<file path="config.mk">
export PLATFORM = sky130hd
export DESIGN_NAME = pla_4x4
export DESIGN_NICKNAME = d
export VERILOG_FILES = /design/src/rtl/pla_pkg.sv /design/src/rtl/pla_term.sv /design/src/rtl/pla_4x4.sv
export SDC_FILE = /design/constraint.sdc
export NUM_CORES = 1
export LEC_CHECK = 0
export ABC_CLOCK_PERIOD_IN_PS = 4300
export BUFFER_PORTS_ARGS = -buffer_cell sky130_fd_sc_hd__buf_2
export CORE_MARGIN = 1
export CORE_UTILIZATION = 50
export CTS_BUF_LIST = sky130_fd_sc_hd__clkbuf_16
export DETAILED_ROUTE_END_ITERATION = 16
export PLACE_DENSITY = 0.64
export SYNTH_ARGS = -nofsm -noshare
export SYNTH_HDL_FRONTEND = slang
export SYNTH_SLANG_ARGS = --single-unit
</file>
<file path="constraint.sdc">
create_clock -name clk -period 4.3 [get_ports clk]
set_input_delay 1.29 -clock clk [delete_from_list [all_inputs] [get_ports clk]]
set_output_delay 1.29 -clock clk [all_outputs]
set_load 0.05 [all_outputs]
</file>
<file path="src/rtl/pla_pkg.sv">
// Shared constants, default personality and plane-select type for the 4x4 PLA.
package pla_pkg;

  localparam int N_TERMS = 8;
  localparam int N_IN    = 4;
  localparam int N_OUT   = 4;
  localparam int ROW_W   = 8;

  typedef enum logic {
    SEL_AND = 1'b0,
    SEL_OR  = 1'b1
  } pla_sel_e;

  // Index 0 is the rightmost entry: P0=AB ... P7=B'D
  localparam logic [N_TERMS-1:0][ROW_W-1:0] DEF_AND = {
    8'h14, 8'hF0, 8'h0F, 8'h30, 8'h90, 8'h52, 8'h28, 8'hC0
  };

  // F1=AB+A'C, F2=BC'D+AD, F3=A'C+CD+B'D, F4=A'B'C'D'+ABCD
  localparam logic [N_OUT-1:0][N_TERMS-1:0] DEF_OR = {
    8'h60, 8'h92, 8'h0C, 8'h03
  };

endpackage

</file>
<file path="src/rtl/pla_term.sv">
// One product term: AND of the literals enabled by its 8-bit AND-plane row.
module pla_term
  import pla_pkg::*;
(
  input  logic [N_IN-1:0]  abcd,
  input  logic [ROW_W-1:0] row,
  output logic             term
);

  logic any_lit;
  logic true_ok;
  logic comp_ok;

  // abcd[3] is A so it lines up with row[7] (A) and row[3] (A')
  assign any_lit = |row;
  assign true_ok = &(abcd | ~row[7:4]);
  assign comp_ok = &(~abcd | ~row[3:0]);

  // An empty row is an unused term and must not read as constant 1
  assign term = any_lit & true_ok & comp_ok;

endmodule

</file>
<file path="src/rtl/pla_4x4.sv">
// Registered 4-input / 8-term / 4-output PLA with runtime-writable AND and OR planes.
module pla_4x4 #(
  parameter int N_TERMS = 8
) (
  input  logic       clk,
  input  logic       rst,
  input  logic       a,
  input  logic       b,
  input  logic       c,
  input  logic       d,
  input  logic       cfg_we,
  input  logic       cfg_sel,
  input  logic [2:0] cfg_addr,
  input  logic [7:0] cfg_data,
  output logic       f1,
  output logic       f2,
  output logic       f3,
  output logic       f4
);

  import pla_pkg::*;

  pla_sel_e                              sel;
  logic [N_IN-1:0]                       abcd;
  logic [N_TERMS-1:0][ROW_W-1:0]         and_plane;
  logic [N_OUT-1:0][N_TERMS-1:0]         or_plane;
  logic [N_TERMS-1:0]                    terms;
  logic [N_OUT-1:0]                      f_next;
  logic [N_OUT-1:0]                      f_q;

  assign sel  = pla_sel_e'(cfg_sel);
  assign abcd = {a, b, c, d};

  for (genvar t = 0; t < N_TERMS; t++) begin : g_term
    pla_term u_term (
      .abcd (abcd),
      .row  (and_plane[t]),
      .term (terms[t])
    );
  end

  always_comb begin
    f_next = '0;
    for (int k = 0; k < N_OUT; k++) begin
      f_next[k] = |(or_plane[k] & terms);
    end
  end

  // Output capture and plane write share an edge, so the capture sees the old plane
  always_ff @(posedge clk or posedge rst) begin
    if (rst) begin
      and_plane <= DEF_AND;
      or_plane  <= DEF_OR;
      f_q       <= '0;
    end else begin
      if (cfg_we) begin
        if (sel == SEL_AND) begin
          and_plane[cfg_addr] <= cfg_data;
        end else if (!cfg_addr[2]) begin
          or_plane[cfg_addr[1:0]] <= cfg_data;
        end
      end
      f_q <= f_next;
    end
  end

  assign f1 = f_q[0];
  assign f2 = f_q[1];
  assign f3 = f_q[2];
  assign f4 = f_q[3];

endmodule

</file>
# Yosys cells after proc, flatten, opt, wreduce, memory -nomap -nowiden
# Cells that the tools add are included.
[classes] n_addsub=0 n_mul=0 n_div=0 order_cmp=4 eq_ne=0 n_shift=0 n_mux=6 n_bitwise=55 reduce_logical=32
[ops] operator="OR reduction 8 bit" n=12
[ops] operator="NOT 4 bit" n=17
[ops] operator="bitwise mux 64 bit" n=1
[ops] operator="bitwise OR 4 bit" n=16
[ops] operator="AND reduction 4 bit" n=16
[ops] operator="bitwise AND 8 bit" n=4
[ops] operator="bitwise mux 32 bit" n=1
[ops] operator="demux 8 bit (select 3 bit)" n=1
[ops] operator="bitwise AND 1 bit" n=16
[ops] operator="demux 8 bit (select 2 bit)" n=1
[ops] operator="2-to-1 mux 8 bit" n=2
[ops] operator="< comparator 3 x 4 -> 1 bit (second input constant)" n=1
[ops] operator=">= comparator 3 x 1 -> 1 bit (second input constant)" n=1
[ops] operator="< comparator 2 x 3 -> 1 bit (second input constant)" n=1
[ops] operator="AND reduction 3 bit" n=1
[ops] operator=">= comparator 2 x 1 -> 1 bit (second input constant)" n=1
[ops] operator="logical AND 1 bit" n=2
[ops] operator="NOT 1 bit" n=2
[ops] operator="AND reduction 2 bit" n=1
[totals] regBits=100 latch_bits=0 ramBits=0 rom_bits=0 input_bits=19 memories=0

# Depth between registers and ports, before layout
[depth] ltp_word=7 mapped_depth=6 depth_no_buf=5

# Hierarchy
# A second synthesis with hierarchy kept.
[hier_totals] cells_unflattened=322 hier_area_um2=4589.4
[modules_own_cells] module="pla_4x4" n_inst=1 cells_per_inst=250 area_each_um2=4008.8 seq_area_each_um2=2539.9
[modules_own_cells] module="pla_term" n_inst=8 cells_per_inst=9 area_each_um2=72.6 seq_area_each_um2=0.0

# Worst setup path before layout
# OpenSTA, ideal clock, no wires.
[synth_timing] path_kind="input to register" startpoint="input port cfg_addr[1]" endpoint="register or_plane[5] in the netlist's numbering" setup_ns=0.125 t_arrival_ns=2.497 path_slack_ns=1.678 cell_stages=3 path_cell_list="clkbuf_1 nor4_2 mux2_2"
[synth_between] elab_chain_cells=5 word_cells_on_any_way=6 cone_classes="order compare (2); mux (3); reduce/logical (1)"
[synth_rtl] element="from (decl)" line="pla_4x4.sv:13" rtl="input logic [2:0] cfg_addr,"
[synth_rtl] element="< comparator 2 x 3 -> 1 bit (implied by the code) / >= comparator 2 x 1 -> 1 bit (equally long branches)" line="pla_4x4.sv:60" rtl="or_plane[cfg_addr[1:0]] <= cfg_data;"
[synth_rtl] element="logical AND 1 bit (implied by the code)" line="pla_4x4.sv:60"
[synth_rtl] element="2-to-1 mux 8 bit (implied by the code)" line="pla_4x4.sv:60"
[synth_rtl] element="demux 8 bit (select 2 bit) (*)" line="pla_4x4.sv:60"
[synth_rtl] element="bitwise mux 32 bit (*)" line="pla_4x4.sv:60"
[synth_rtl] element="to (signal, indexed assignment)" line="pla_4x4.sv:60"
[synth_rtl] element="to (decl)" line="pla_4x4.sv:26" rtl="logic [N_OUT-1:0][N_TERMS-1:0] or_plane;"
# Every way passes the cells marked *; elsewhere a longest branch is shown, timed or not.
# A chain may end at the register's enable or synchronous reset.

# Worst setup path after layout
[layout_timing] startpoint="input port c" endpoint="register f_q[2]"
[layout_between] elab_chain_cells=6 word_cells_on_any_way=51 cone_classes="bitwise (34); reduce/logical (17)"
[layout_rtl] element="from (decl)" line="pla_4x4.sv:9" rtl="input logic c,"
[layout_rtl] element="bitwise OR 4 bit / NOT 4 bit (equally long branches)" line="pla_term.sv:16, pla_term.sv:17"
[layout_rtl] element="AND reduction 4 bit / bitwise OR 4 bit (equally long branches)" line="pla_term.sv:16, pla_term.sv:17"
[layout_rtl] element="bitwise AND 1 bit / AND reduction 4 bit (equally long branches)" line="pla_term.sv:20, pla_term.sv:17"
[layout_rtl] element="bitwise AND 1 bit" line="pla_term.sv:20" rtl="assign term = any_lit & true_ok & comp_ok;"
[layout_rtl] element="bitwise AND 8 bit (*)" line="pla_4x4.sv:45" rtl="f_next[k] = |(or_plane[k] & terms);"
[layout_rtl] element="OR reduction 8 bit (*)" line="pla_4x4.sv:45"
[layout_rtl] element="net f_next[2]" line="pla_4x4.sv:28" rtl="logic [N_OUT-1:0] f_next;"
[layout_rtl] element="to (signal assigned)" line="pla_4x4.sv:63" rtl="f_q <= f_next;"
[layout_rtl] element="to (decl)" line="pla_4x4.sv:29" rtl="logic [N_OUT-1:0] f_q;"
# Mark *: on every way through the listed nets, which the timed path passes. The rest lies on a longest branch.

==> metrics.txt <==
# TYPE chip_impl_metric gauge
chip_impl_metric{name="insertion_delay",unit="ps"} 340
chip_impl_metric{name="cts-resized-gates",unit=""} 0
chip_impl_metric{name="powerDensity",unit="nW/µm²"} 541.3
chip_impl_metric{name="synth_cells",unit=""} 343
chip_impl_metric{name="maximum_vdd_ir_drop",unit="mV"} 0.2069
chip_impl_metric{name="synth_seq_area_share",unit=""} 0.5533
chip_impl_metric{name="number_of_optimization_iterations_in_the_first_detailed_route_pass",unit=""} 10
chip_impl_info{name="r2r_start",value="and_plane[44]"} 1
chip_impl_metric{name="area_growth_syn_to_layout",unit="%"} 10.28
chip_impl_metric{name="grt-ovfl-total",unit=""} 0
chip_impl_metric{name="final.period_utilization",unit=""} 0.6368
chip_impl_metric{name="cts_num_sinks",unit=""} 100
chip_impl_info{name="dr.max_layer_used",value="met4"} 1
chip_impl_metric{name="clock_tree.buffer_depth",unit=""} 2
chip_impl_metric{name="dp.final_hpwl",unit="µm"} 6866
chip_impl_metric{name="fill_cells",unit=""} 744
chip_impl_metric{name="drc",unit=""} 2
chip_impl_metric{name="placement.io_buffers",unit=""} 22
chip_impl_info{name="outcome",value="finished with violations"} 1
chip_impl_info{name="critPathLaunchType",value="primary input"} 1
chip_impl_metric{name="report.power.total",unit="mW"} 2.740
chip_impl_metric{name="design.core.area",unit="µm²"} 8806
chip_impl_metric{name="synth_nets",unit=""} 362
chip_impl_info{name="hold_path_startpoint",value="or_plane[3]"} 1
chip_impl_metric{name="maxClockFrequency",unit="GHz"} 0.3652
chip_impl_metric{name="m1WireLength",unit="µm"} 4602
chip_impl_metric{name="timing.max_slew.rel_slack",unit=""} 0.3296
chip_impl_info{name="cts-root-buf",value="sky130_fd_sc_hd__clkbuf_16"} 1
chip_impl_info{name="rsz0062_at_grt",value="false"} 1
chip_impl_metric{name="slowest_delay",unit="ps"} 740
chip_impl_metric{name="synthDominantCellAreaShare",unit=""} 0.3816
chip_impl_metric{name="number_of_synthesized_flops_with_an_enable_pin",unit=""} 0
chip_impl_metric{name="p_leak",unit="nW"} 2.163
chip_impl_metric{name="max_cap_viol_count",unit=""} 0
chip_impl_metric{name="setup_viol",unit=""} 0
chip_impl_metric{name="finish.utilization",unit=""} 0.5749
chip_impl_metric{name="post_synth_instance_area",unit="µm²"} 4591
chip_impl_metric{name="initial_utilization",unit=""} 0.5213
chip_impl_metric{name="die-height",unit="µm"} 97.82
chip_impl_info{name="cts_tree",value="yes"} 1
chip_impl_metric{name="gp_routability_congestion",unit=""} 0.8373
chip_impl_metric{name="row_count",unit=""} 34
chip_impl_metric{name="setup.reg_to_reg.worst_slack",unit="ps"} 1910
chip_impl_metric{name="worst_path_setup_slack_after_routing",unit="ps"} 1562
chip_impl_metric{name="cts_buffers",unit=""} 9
chip_impl_info{name="synth.most_common_cell",value="sky130_fd_sc_hd__mux2_2"} 1
chip_impl_info{name="critical_path.slowest_cell",value="sky130_fd_sc_hd__a2111oi_0"} 1
chip_impl_info{name="hold_path.class",value="reg -> reg"} 1
chip_impl_metric{name="grt_max_degree",unit=""} 61
chip_impl_metric{name="wl_met2",unit="µm"} 5187
chip_impl_metric{name="whs",unit="ps"} 506.5
chip_impl_metric{name="pin_count",unit=""} 23
chip_impl_info{name="dominantRegCellSynth",value="sky130_fd_sc_hd__dfrtp_1"} 1
chip_impl_metric{name="post_synthesis_mean_instance_area",unit="µm²"} 13.38
chip_impl_metric{name="timing.critical_path.required",unit="ps"} 4460
chip_impl_info{name="synthTopCellsByArea",value="sky130_fd_sc_hd__dfrtp_1 (38%), sky130_fd_sc_hd__mux2_2 (23%), sky130_fd_sc_hd__dfstp_2 (17%)"} 1
chip_impl_metric{name="totalWireLength",unit="µm"} 10240
chip_impl_metric{name="nets",unit=""} 380
chip_impl_metric{name="cts-htree-levels",unit=""} 3
chip_impl_metric{name="groute.usage.overall",unit=""} 0.2317
chip_impl_metric{name="detail_route.iter0.violations",unit=""} 109
chip_impl_metric{name="vias",unit=""} 2848
chip_impl_metric{name="die_area",unit="µm²"} 9569
chip_impl_metric{name="synth_cell_type_count",unit=""} 32
chip_impl_metric{name="wire_per_inst",unit="µm"} 21.60
chip_impl_metric{name="num_antenna_cells",unit=""} 0
chip_impl_info{name="commonest_cells_in_the_netlist",value="sky130_fd_sc_hd__mux2_2 (94), sky130_fd_sc_hd__dfrtp_1 (70), sky130_fd_sc_hd__dfstp_2 (30), sky130_fd_sc_hd__mux2i_1 (30)"} 1
chip_impl_metric{name="grt_pass1_vias",unit=""} 2984
chip_impl_metric{name="reg2reg_depth",unit=""} 5
chip_impl_metric{name="synth-warning-count",unit=""} 0
chip_impl_metric{name="max_slew.worst_pin.slew",unit="ps"} 997.3
chip_impl_metric{name="path_clk_slew",unit="ps"} 70
chip_impl_metric{name="ctsHoldBuffers",unit=""} 0
chip_impl_metric{name="cp.buffers_inverters",unit=""} 1
chip_impl_metric{name="crit_arrival",unit="ps"} 2900
chip_impl_info{name="worstSetupPathType",value="in -> reg"} 1
chip_impl_metric{name="slew_viol_final",unit=""} 0
chip_impl_metric{name="number_of_antenna_violating_nets_in_the_routed_design",unit=""} 0
chip_impl_metric{name="timing.hold.worst_path_depth",unit=""} 1
chip_impl_metric{name="cts_setup_buffers",unit=""} 0
chip_impl_metric{name="fin_tns_setup",unit="ps"} 0
chip_impl_metric{name="final.min_clock_period",unit="ps"} 2738
chip_impl_info{name="crit-reg2reg-capture",value="f_q[2]"} 1
chip_impl_metric{name="synth.ff_latch_count",unit=""} 100
chip_impl_info{name="setup.worst_path.start",value="c"} 1
chip_impl_metric{name="viasPerCell",unit=""} 6.008
chip_impl_info{name="crit_path_cell_trace",value="buf_2 > mux2i_1 > nand4_1 > a21oi_1 > a2111oi_0 > o2111ai_1"} 1
chip_impl_info{name="synth.largest_area_cell",value="sky130_fd_sc_hd__dfrtp_1"} 1
chip_impl_info{name="worstSetupEndpointType",value="flop"} 1
chip_impl_metric{name="die-width",unit="µm"} 97.82
chip_impl_metric{name="detailedPlace.worstSlack",unit="ps"} 1324
chip_impl_metric{name="number_of_antenna_violations_at_the_first_check_in_global_routing",unit=""} 0
chip_impl_metric{name="hold_violations",unit=""} 0
chip_impl_info{name="timing.hold.worst_endpoint",value="or_plane[3]"} 1
chip_impl_info{name="timing.critical_path.max_delay_family",value="compound AO/OA/AOI/OAI gates"} 1
chip_impl_metric{name="finalClockSkew",unit="ps"} 6.892
chip_impl_metric{name="async_reset_ff_frac",unit=""} 1.000
chip_impl_metric{name="crit_path_max_fanout",unit=""} 9
chip_impl_metric{name="drive_gt1_frac",unit=""} 0.4672
chip_impl_info{name="violations",value="design-rule violations"} 1
chip_impl_metric{name="met3_length",unit="µm"} 244
chip_impl_metric{name="grt_first_pass_wirelength",unit="µm"} 16460
[cells by family after synthesis]
logic type / after synthesis / share of synthesized area
AO/OA/AOI/OAI: 22 / 0.03816
buffers and inverters: 22 / 0.02208
flip-flops: 100 / 0.5533
multiplexers: 125 / 0.2984
AND/OR/NAND/NOR: 74 / 0.08803
[final cells by class]
cell class	count	area (µm²)	share of cell area
clock inverter	7	66.31	0.01310
multi-input combinational	221	1949	0.3851
sequential	100	2540	0.5017
clock buffer	9	225.2	0.04449
inverter	5	21.27	0.004202
timing repair buffer	24	125.1	0.02472
tap	108	135.1	0.02669
[worst register-to-register path, stage by stage, from the launching register on]
cell                        delay (ps)
sky130_fd_sc_hd__dfrtp_1           400
sky130_fd_sc_hd__or4_1             520
sky130_fd_sc_hd__o211ai_1          360
sky130_fd_sc_hd__nor2_1            100
sky130_fd_sc_hd__a2111oi_0         610
sky130_fd_sc_hd__o2111ai_1         230
[worst max-delay path by stage]
| stage | depth (start not counted) | slack [ps] | endpoint |
|---|---|---|---|
| after floorplan | 1 | 440 | and_plane[0] |
| after global placement | 6 | 1310 | f_q[2] |
| after detailed placement | 6 | 1320 | f_q[0] |
| after CTS | 6 | 1600 | f_q[2] |
| after global routing | 6 | 1500 | f_q[2] |
| final | 6 | 1560 | f_q[2] |
[metrics by stage]
step                      std cells  instance area, µm²
after floorplan                 343                4591
after global routing            474                5062
after detailed placement        458                4771
after CTS                       474                5062
final                           474                5062
after global placement          458                4771
[per-layer routing]
layer / GRT usage / vias to the layer above
met2: 0.3873 / 48
met1: 0.2997 / 1471
met3: 0.04724 / 20
met5: 0 / -
met4: 0.08275 / 0
li1: - / 1309
[registers in the layout, indices dropped and copies added, names as in the netlist]
signal and cells:
and_plane 64, f_q 4, or_plane 32
[cells in the final DEF, fill, tap and decap left out]
cell,count
sky130_fd_sc_hd__mux2i_1,30
sky130_fd_sc_hd__o21ai_0,2
sky130_fd_sc_hd__nor2_1,15
sky130_fd_sc_hd__nor3_2,1
sky130_fd_sc_hd__dfrtp_1,70
sky130_fd_sc_hd__inv_1,4
sky130_fd_sc_hd__nand4_1,5
sky130_fd_sc_hd__nand3b_1,2
sky130_fd_sc_hd__clkbuf_16,9
sky130_fd_sc_hd__mux2_2,94
sky130_fd_sc_hd__a211oi_1,3
sky130_fd_sc_hd__inv_4,1
sky130_fd_sc_hd__or4_1,5
sky130_fd_sc_hd__or4_4,1
sky130_fd_sc_hd__buf_4,2
sky130_fd_sc_hd__clkinvlp_4,2
sky130_fd_sc_hd__o211ai_1,1
sky130_fd_sc_hd__a22oi_1,4
sky130_fd_sc_hd__nor4_1,10
sky130_fd_sc_hd__and3_1,1
sky130_fd_sc_hd__nand2b_1,2
sky130_fd_sc_hd__inv_6,2
sky130_fd_sc_hd__a21oi_1,2
sky130_fd_sc_hd__a2111oi_0,4
sky130_fd_sc_hd__nand2_1,15
sky130_fd_sc_hd__dfstp_2,30
sky130_fd_sc_hd__nand3_1,12
sky130_fd_sc_hd__nor2b_1,2
sky130_fd_sc_hd__mux2_1,1
sky130_fd_sc_hd__buf_2,22
sky130_fd_sc_hd__nor3b_1,1
sky130_fd_sc_hd__o211ai_2,2
sky130_fd_sc_hd__nor3b_2,1
sky130_fd_sc_hd__inv_8,3
sky130_fd_sc_hd__nor4_2,1
sky130_fd_sc_hd__o2111ai_1,4
[report_power, final]
| group | switching (mW) | leakage [nW] | total, mW | internal [mW] |
|---|---|---|---|---|
| Clock | 0.372 | 0.138 | 0.781 | 0.409 |
| Sequential | 0.155 | 1.17 | 1.38 | 1.22 |
| Combinational | 0.311 | 0.853 | 0.584 | 0.274 |
No activity file was read; power rests on OpenSTA's default activity.
